==> config.mk <==
export PLATFORM = sky130hd
export DESIGN_NAME = inst_buffer
export DESIGN_NICKNAME = d
export VERILOG_FILES = /design/src/rtl/inst_buffer_pkg.sv /design/src/rtl/inst_buffer.sv
export SDC_FILE = /design/constraint.sdc
export NUM_CORES = 1
export LEC_CHECK = 0
export CAP_MARGIN = 20
export CORE_MARGIN = 2
export CORE_UTILIZATION = 42
export DETAILED_ROUTE_END_ITERATION = 16
export PLACE_DENSITY = 0.58
export SLEW_MARGIN = 20
export SYNTH_ARGS = -nofsm -noshare
export SYNTH_HDL_FRONTEND = slang
export SYNTH_SLANG_ARGS = --single-unit
export TNS_END_PERCENT = 20
==> constraint.sdc <==
create_clock -name clock -period 8.1 [get_ports clock]
set_input_delay 0.81 -clock clock [delete_from_list [all_inputs] [get_ports clock]]
set_output_delay 0.81 -clock clock [all_outputs]
set_load 0.05 [all_outputs]
==> src/rtl/inst_buffer_pkg.sv <==
// Shared types for the dispatch-to-RS instruction buffer.
// Latency: n/a (types and constants only).
// Backpressure: n/a.
//
// DP_RS_PACKET mirrors the dispatch-to-RS packet layout used by the rest of
// the pipeline; .valid qualifies every other field.
package inst_buffer_pkg;

  localparam int IB_DEPTH = 8;

  typedef struct packed {
    logic        valid;
    logic [31:0] pc;
    logic [31:0] inst;
    logic [4:0]  dest_idx;
    logic [4:0]  rs1_idx;
    logic [4:0]  rs2_idx;
  } DP_RS_PACKET;

endpackage

==> src/rtl/inst_buffer.sv <==
// Purpose: circular FIFO between dispatch and the reservation stations.
// Latency: push at edge N is visible on out_packet after edge N (no bypass).
// Backpressure: full tells dispatch to stall; a push while full is dropped and
//   sets the sticky overflow_err.
//
// Ports:
//   clock, reset        posedge clock, asynchronous active-low reset
//   flush               discard all entries (branch taken); beats push/pop
//   in_packet           pushed iff in_packet.valid && !full && !flush
//   read_enable         RS pop pulse; ignored while empty
//   out_packet          oldest entry, show-ahead; all-zero when empty
//   full/empty/count    occupancy, decoded from the count register only
//   overflow_err        sticky, cleared only by reset
module inst_buffer
  import inst_buffer_pkg::*;
#(
  parameter  int DEPTH = IB_DEPTH,
  localparam int PTR_W = $clog2(DEPTH),
  localparam int CNT_W = $clog2(DEPTH + 1)
) (
  input  logic             clock,
  input  logic             reset,
  input  logic             flush,
  input  DP_RS_PACKET      in_packet,
  input  logic             read_enable,
  output DP_RS_PACKET      out_packet,
  output logic             full,
  output logic             empty,
  output logic [CNT_W-1:0] count,
  output logic             overflow_err
);

  DP_RS_PACKET      mem_q [DEPTH];
  logic [PTR_W-1:0] head_q, head_d;
  logic [PTR_W-1:0] tail_q, tail_d;
  logic [CNT_W-1:0] count_q, count_d;
  logic             overflow_q, overflow_d;

  logic push, pop;

  // full/empty come from the registered count, so the push/pop decisions
  // below only depend on current state plus the request lines.
  assign full  = (count_q == CNT_W'(DEPTH));
  assign empty = (count_q == '0);
  assign count = count_q;
  assign overflow_err = overflow_q;
  assign out_packet   = empty ? '0 : mem_q[head_q];

  assign push = in_packet.valid && !full && !flush;
  assign pop  = read_enable && !empty && !flush;

  always_comb begin
    head_d     = head_q;
    tail_d     = tail_q;
    count_d    = count_q;
    overflow_d = overflow_q;
    if (flush) begin
      head_d  = '0;
      tail_d  = '0;
      count_d = '0;
    end else begin
      // Pointers wrap by truncation; DEPTH is a power of two.
      if (push) tail_d = tail_q + PTR_W'(1);
      if (pop)  head_d = head_q + PTR_W'(1);
      if (push && !pop)      count_d = count_q + CNT_W'(1);
      else if (pop && !push) count_d = count_q - CNT_W'(1);
      if (in_packet.valid && full) overflow_d = 1'b1;
    end
  end

  always_ff @(posedge clock or negedge reset) begin
    if (!reset) begin
      head_q     <= '0;
      tail_q     <= '0;
      count_q    <= '0;
      overflow_q <= 1'b0;
    end else begin
      head_q     <= head_d;
      tail_q     <= tail_d;
      count_q    <= count_d;
      overflow_q <= overflow_d;
    end
  end

  // Storage carries no reset; empty masks stale contents on out_packet.
  always_ff @(posedge clock) begin
    if (push) mem_q[tail_q] <= in_packet;
  end

endmodule
; After elaboration in Yosys (flattened, before gate mapping)
; Memories as Yosys holds them, arrays and structs flattened.
; Cells that the tools add are included.
[word_totals]
reg_bits = 11
mem_bits_rw = 640
in_bits = 84
output_inout_bits = 87
word_cells = 38
n_memories = 1
[memory_table]
columns = memory, words, word_bits, read_ports, rd_clocked_by_memory_dff, wr, line
row1 = mem_q, 8, 80, 1, 0, 1, inst_buffer.sv:33  ; DP_RS_PACKET mem_q [DEPTH];
[op_classes]
n_addsub = 4
eq_ne = 1
muxes = 10
n_bitwise = 1
n_reduce_logical = 17
[ops]
columns = operator, count
row1 = 80-bit two-way mux, 1
row2 = 3-bit two-way mux, 4
row3 = 4-bit two-way mux, 3
row4 = 1-bit logical AND, 7
row5 = 3-bit by 1-bit adder with 3-bit output (second input constant), 2
row6 = 1-bit logical NOT, 5
row7 = 4-bit by 1-bit adder with 4-bit output (second input constant), 1
row8 = 4-bit equality test (second input constant), 1
row9 = 4-bit logical NOT, 1
row10 = 2-bit nonzero test, 2
row11 = 4-bit by 1-bit subtractor with 4-bit output (second input constant), 1
row12 = 3-bit nonzero test, 1
row13 = 1-bit two-way mux, 2
row14 = 2-bit AND reduction, 1
row15 = 1-bit inverter, 1

; Logic depth before layout (Yosys ltp)
[depth]
word_depth = 9
mapped_depth = 9
ltp_nobuf = 8

; Worst setup path before layout
; Ideal clock, no wire load.
[synth_timing]
kind = register to register
from = register count_q[1] (netlist: count[1])
to = memory mem_q[0][0] in the netlist's numbering, enable pin
setup_ns = 0.616
arrival_time_ns = 6.662
required_time_ns = 7.484
setup_slack_ns = 0.822
stages_incl_launch_ff = 5
n_path_buf = 0
period_less_slack_ns = 7.278
path_cell_list = dfrtp_1 or4b_4 and2_1 nand2b_1 nor3_1
[synth_via]
elab_chain_len = 6
[synth_lines]
columns = item, line
row1 = from (decl), inst_buffer.sv:36  ; logic [CNT_W-1:0] count_q, count_d;
row2 = from (signal assigned), inst_buffer.sv:80  ; count_q <= count_d;
row3 = 4-bit equality test, inst_buffer.sv:43  ; assign full = (count_q == CNT_W'(DEPTH));
row4 = 1-bit logical NOT, inst_buffer.sv:49  ; assign push = in_packet.valid && !full && !flush;
row5 = 1-bit logical AND (2 in a row), inst_buffer.sv:49
row6 = 1-bit two-way mux, inst_buffer.sv:87  ; if (push) mem_q[tail_q] <= in_packet;
row7 = 1-bit two-way mux (implied by the code), inst_buffer.sv:87
row8 = to (decl), inst_buffer.sv:33
; No other way between the ends.

==> summary by stage <==
GRT
Global routing consumed, over all layers together, 16.8% of the routing resources. The number of global-route vias before repair is 12,000. The largest net degree at the start of global routing is 123.

The wire length of the first global-routing pass is 75.5 mm. Summed over all layers, the global routing overflow is 0. The initial antenna violation count is 7.

Critical path
At the worst endpoint, the arrival time is 4050 ps. Of all nets on the critical path, the largest fanout is 29. The sort of element at the end of the critical path is a primary output. The register-to-register setup slack is 4850 ps. The length in cells of the worst reg-to-reg path is 6. The worst setup path is of the reg2out kind.

The startpoint identified for the worst register-to-register timing path is count[0]$_DFFE_PN0P_. The worst register-to-register path ends at mem_q[7][1]$_DFFE_PP_. The startpoint type of the worst setup path is a flop. STA puts the critical path data required time at 7290 ps.

STA
The portion of the clock cycle consumed by the worst path in the final layout is 60.0%. Setup total negative slack on the finished layout was measured at 0 ps. The transition time at the pin with the least slew margin is 1040 ps. The relative slew slack is 30.5%. The number of setup violations in the final report is 0. The final setup skew is 20.5 ps.

The number of max-slew violations in the final report was 0. The minimum period implied by the final worst setup slack is 4860 ps. Setup repair after global routing left no endpoint under its margin. The count of endpoints failing hold in the final timing report was 0.

The maximum clock rate is 0.206 GHz.

Power and ir drop
The internal portion of the total power is 6.88 mW. The combinational share of power is 32.4%. The leakage power is 9.11 nW. The net switching power is 3.38 mW. The clock network fraction of design power is 29.1%. The worst-case vdd ir drop is 225 uV. Power spread over the standard cell area amounts to 344 nW/um2. Net switching is 33.0% of the power. The share of total power dissipated in sequential elements is 38.4%.

CTS
The post-CTS resize count is 0. Clock tree synthesis inserted a total of 70 buffers. CTS built an H-tree with a depth of 3. The clock reaches the later pin of the worst-skew pair after 590 ps. The clock transition at the registers of the reported paths is 60 ps. The number of clock sinks is 651.

The number of hold buffers added after CTS was 0. No sink is reached through more buffers than the 3 on the longest clock path. TritonCTS built the clock tree.

Buffers added to address setup during post-CTS repair amount to 0. The cell sitting at the root of the clock tree is a sky130_fd_sc_hd__clkbuf_16.

Yosys
The synthesized netlist contains 37 unique library cells. Yosys printed 0 warnings. The mean instance size in the synthesized netlist is 22.9 um2. The top-area cell type share of the netlist area is 76.6%. The cell type with the largest total area after synthesis is sky130_fd_sc_hd__edfxtp_1. Counting flops and latches in the post-synthesis netlist gives 651. The netlist area before placement is 25,100 um2. Yosys attributes the largest share of cell area to sky130_fd_sc_hd__edfxtp_1, sky130_fd_sc_hd__mux4_2, sky130_fd_sc_hd__mux2i_1. The synthesized design contains 640 enable-type register cells.

Synthesis produced a netlist whose cell count is 1,097. In the synthesized netlist the async set-or-reset flop fraction comes to 1.69%. The most used flip-flop cell after synthesis is sky130_fd_sc_hd__edfxtp_1. The sequential element share of the synthesized area is 77.7%.

The total nets after synthesis is 1,186.

Layout
From synthesis to final layout, the design area changed by 18.8%. The fraction of final layout cells sized beyond drive strength 1 is 21.4%. The number of standard cells in the final layout excluding fillers is 2,129.

For this run, the post-layout net count is 1,394.

Hold path
The kind of path behind the tightest hold check is reg2reg. In this run the most critical hold path is launched from overflow_err$_DFFE_PN0P_. The hold path endpoint is overflow_err$_DFFE_PN0P_.

The worst hold path stage count is 1.

Placed design
In this run, placement finished with an instance count of 2,005. The final estimated routing congestion in global placement is 0.704. The count of input and output buffers is 170. Detailed placement ended at an HPWL of 27.5 mm.

Routing
Detailed routing inserted a total of 11,300 vias. In this run, the number of DRC markers left after iteration 0 of detailed routing was 594. The routed design has 50.5 mm of wire. The number of design rule violations left after detail routing is 0. The number of nets with antenna violations after routing is 0.

The pre-antenna-repair detailed-routing pass consisted of 5 iterations. The detail-routed via count per cell is 5.32. The routed wirelength normalized by instance count is 23.7 um.

Die
The floorplan step defined a die boundary enclosing 61,700 um2. The placeable core area is 59,000 um2. The initialized floorplan defines 89 standard-cell rows.

The number of ports placed on the die boundary is 171. From left edge to right edge, the die measures 248 um. The initial cell density of the core is 42.5%. The floorplan die height is 248 um.

Flow run
Max-cap violations in this run came to 0.

Run status
The run finished with clean final reports.
## worst max-delay path, cell delays in order, from the launching register on
cell	delay, ps
sky130_fd_sc_hd__dfrtp_4	810
sky130_fd_sc_hd__buf_4	590
sky130_fd_sc_hd__buf_4	630
sky130_fd_sc_hd__mux2i_1	190
sky130_fd_sc_hd__nor2_1	330
sky130_fd_sc_hd__clkdlybuf4s50_1	880
## metal layers
layer / wire [um] / vias to the layer above / part of all wire, % / GRT usage [%]
li1: - / 4989 / - / -
met1: 21300 / 6032 / 42 / 22.2
met2: 25700 / 210 / 51 / 27.8
met3: 2220 / 89 / 4.4 / 4.00
met4: 1250 / 12 / 2.5 / 5.18
met5: 80 / - / 0.16 / 0
## cell type report
| class | count | area, um2 |
|---|---|---|
| Fill cell | 4733 | 29200 |
| Sequential cell | 651 | 19500 |
| Multi-Input combinational cell | 383 | 5210 |
| Timing Repair Buffer | 193 | 1920 |
| Clock buffer | 90 | 1890 |
| Tap cell | 773 | 967 |
| Clock inverter | 32 | 262 |
| Inverter | 6 | 22.5 |
| Antenna cell | 1 | 2.50 |
## cells in the final DEF (no fill, tap or decap), types with 2 or more instances in the layout
cell and count:
sky130_fd_sc_hd__edfxtp_1 640, sky130_fd_sc_hd__clkdlybuf4s50_1 170, sky130_fd_sc_hd__mux4_2 160, sky130_fd_sc_hd__nor2_1 89, sky130_fd_sc_hd__mux2i_1 84, sky130_fd_sc_hd__clkbuf_16 73
sky130_fd_sc_hd__buf_4 19, sky130_fd_sc_hd__clkbuf_1 17, sky130_fd_sc_hd__clkinv_1 13, sky130_fd_sc_hd__clkinv_2 9, sky130_fd_sc_hd__dfrtp_1 8, sky130_fd_sc_hd__inv_1 6
sky130_fd_sc_hd__nor2_4 6, sky130_fd_sc_hd__nand2_1 5, sky130_fd_sc_hd__nand2b_1 4, sky130_fd_sc_hd__xor2_1 4, sky130_fd_sc_hd__ha_1 4, sky130_fd_sc_hd__clkinvlp_4 4
sky130_fd_sc_hd__bufinv_16 4, sky130_fd_sc_hd__buf_12 4, sky130_fd_sc_hd__nor3_2 3, sky130_fd_sc_hd__nand3_1 3, sky130_fd_sc_hd__dfrtp_4 3, sky130_fd_sc_hd__xnor2_1 2
## flip-flops by register name, indices dropped and copies added (netlist names)
| name | count |
|---|---|
| count | 4 |
| overflow_err | 1 |
| tail_q | 3 |
| head_q | 3 |
| mem_q | 640 |
## cells in the mapped netlist (4+ instances only)
library cell	instances
sky130_fd_sc_hd__edfxtp_1	640
sky130_fd_sc_hd__mux4_2	160
sky130_fd_sc_hd__clkbuf_1	20
sky130_fd_sc_hd__buf_12	9
sky130_fd_sc_hd__nor2_1	95
sky130_fd_sc_hd__inv_1	6
sky130_fd_sc_hd__nand2_1	5
sky130_fd_sc_hd__nand2b_1	4
sky130_fd_sc_hd__buf_2	23
sky130_fd_sc_hd__ha_1	4
sky130_fd_sc_hd__mux2i_1	84
sky130_fd_sc_hd__xor2_1	4
sky130_fd_sc_hd__dfrtp_1	11
## power by group through the flow
stage	registers (mW)	clock network, mW	logic, mW
6_report	3.94	2.99	3.33
5_1_grt	3.96	3.20	3.54
4_1_cts	3.97	3.08	3.38
3_5_place_dp	4.04	0	3.37
3_3_place_gp	4.03	0	3.36
2_1_floorplan	3.98	0	2.45
## cell families (layout without fill, tap and decap cells)
family,count (synthesis),after routing,share of synthesized area [%]
compound gates,11,11,0.374
xor+xnor,6,6,0.210
other cells,0,1,0
buf+inv,63,321,1.75
fa+ha+maj,5,5,0.279
mux,244,244,17.7
simple gates,117,117,1.94
flops,651,651,77.7
## worst max path at each step
stage	startpoint	endpoint	slack, ps	cells after the start
2_1_floorplan	count[1]$_DFFE_PN0P_	mem_q[0][0]$_DFFE_PP_	820	4
3_3_place_gp	in_packet[79]	mem_q[5][42]$_DFFE_PP_	3670	7
3_5_place_dp	in_packet[79]	mem_q[7][3]$_DFFE_PP_	3570	7
4_1_cts	head_q[0]$_DFFE_PN0P_	out_packet[74]	3030	5
5_1_grt	head_q[2]$_DFFE_PN0P_	out_packet[13]	3050	5
6_report	head_q[2]$_DFFE_PN0P_	out_packet[13]	3240	5
## per-stage QoR
| stage | instance area (um2) | setup slack [ps] | total power [mW] | utilization, % | hold WS [ps] |
|---|---|---|---|---|---|
| 3_3_place_gp | 27600 | 3670 | 7.40 | 46.8 | 462 |
| 5_1_grt | 29800 | 3050 | 10.7 | 50.5 | 508 |
| 6_report | 29800 | 3240 | 10.3 | 50.5 | 492 |
| 4_1_cts | 29800 | 3030 | 10.4 | 50.4 | 502 |
| 2_1_floorplan | 25100 | 822 | 6.43 | - | 514 |
| 3_5_place_dp | 27600 | 3570 | 7.41 | 46.8 | 488 |
(Power assumes the default switching activity.)
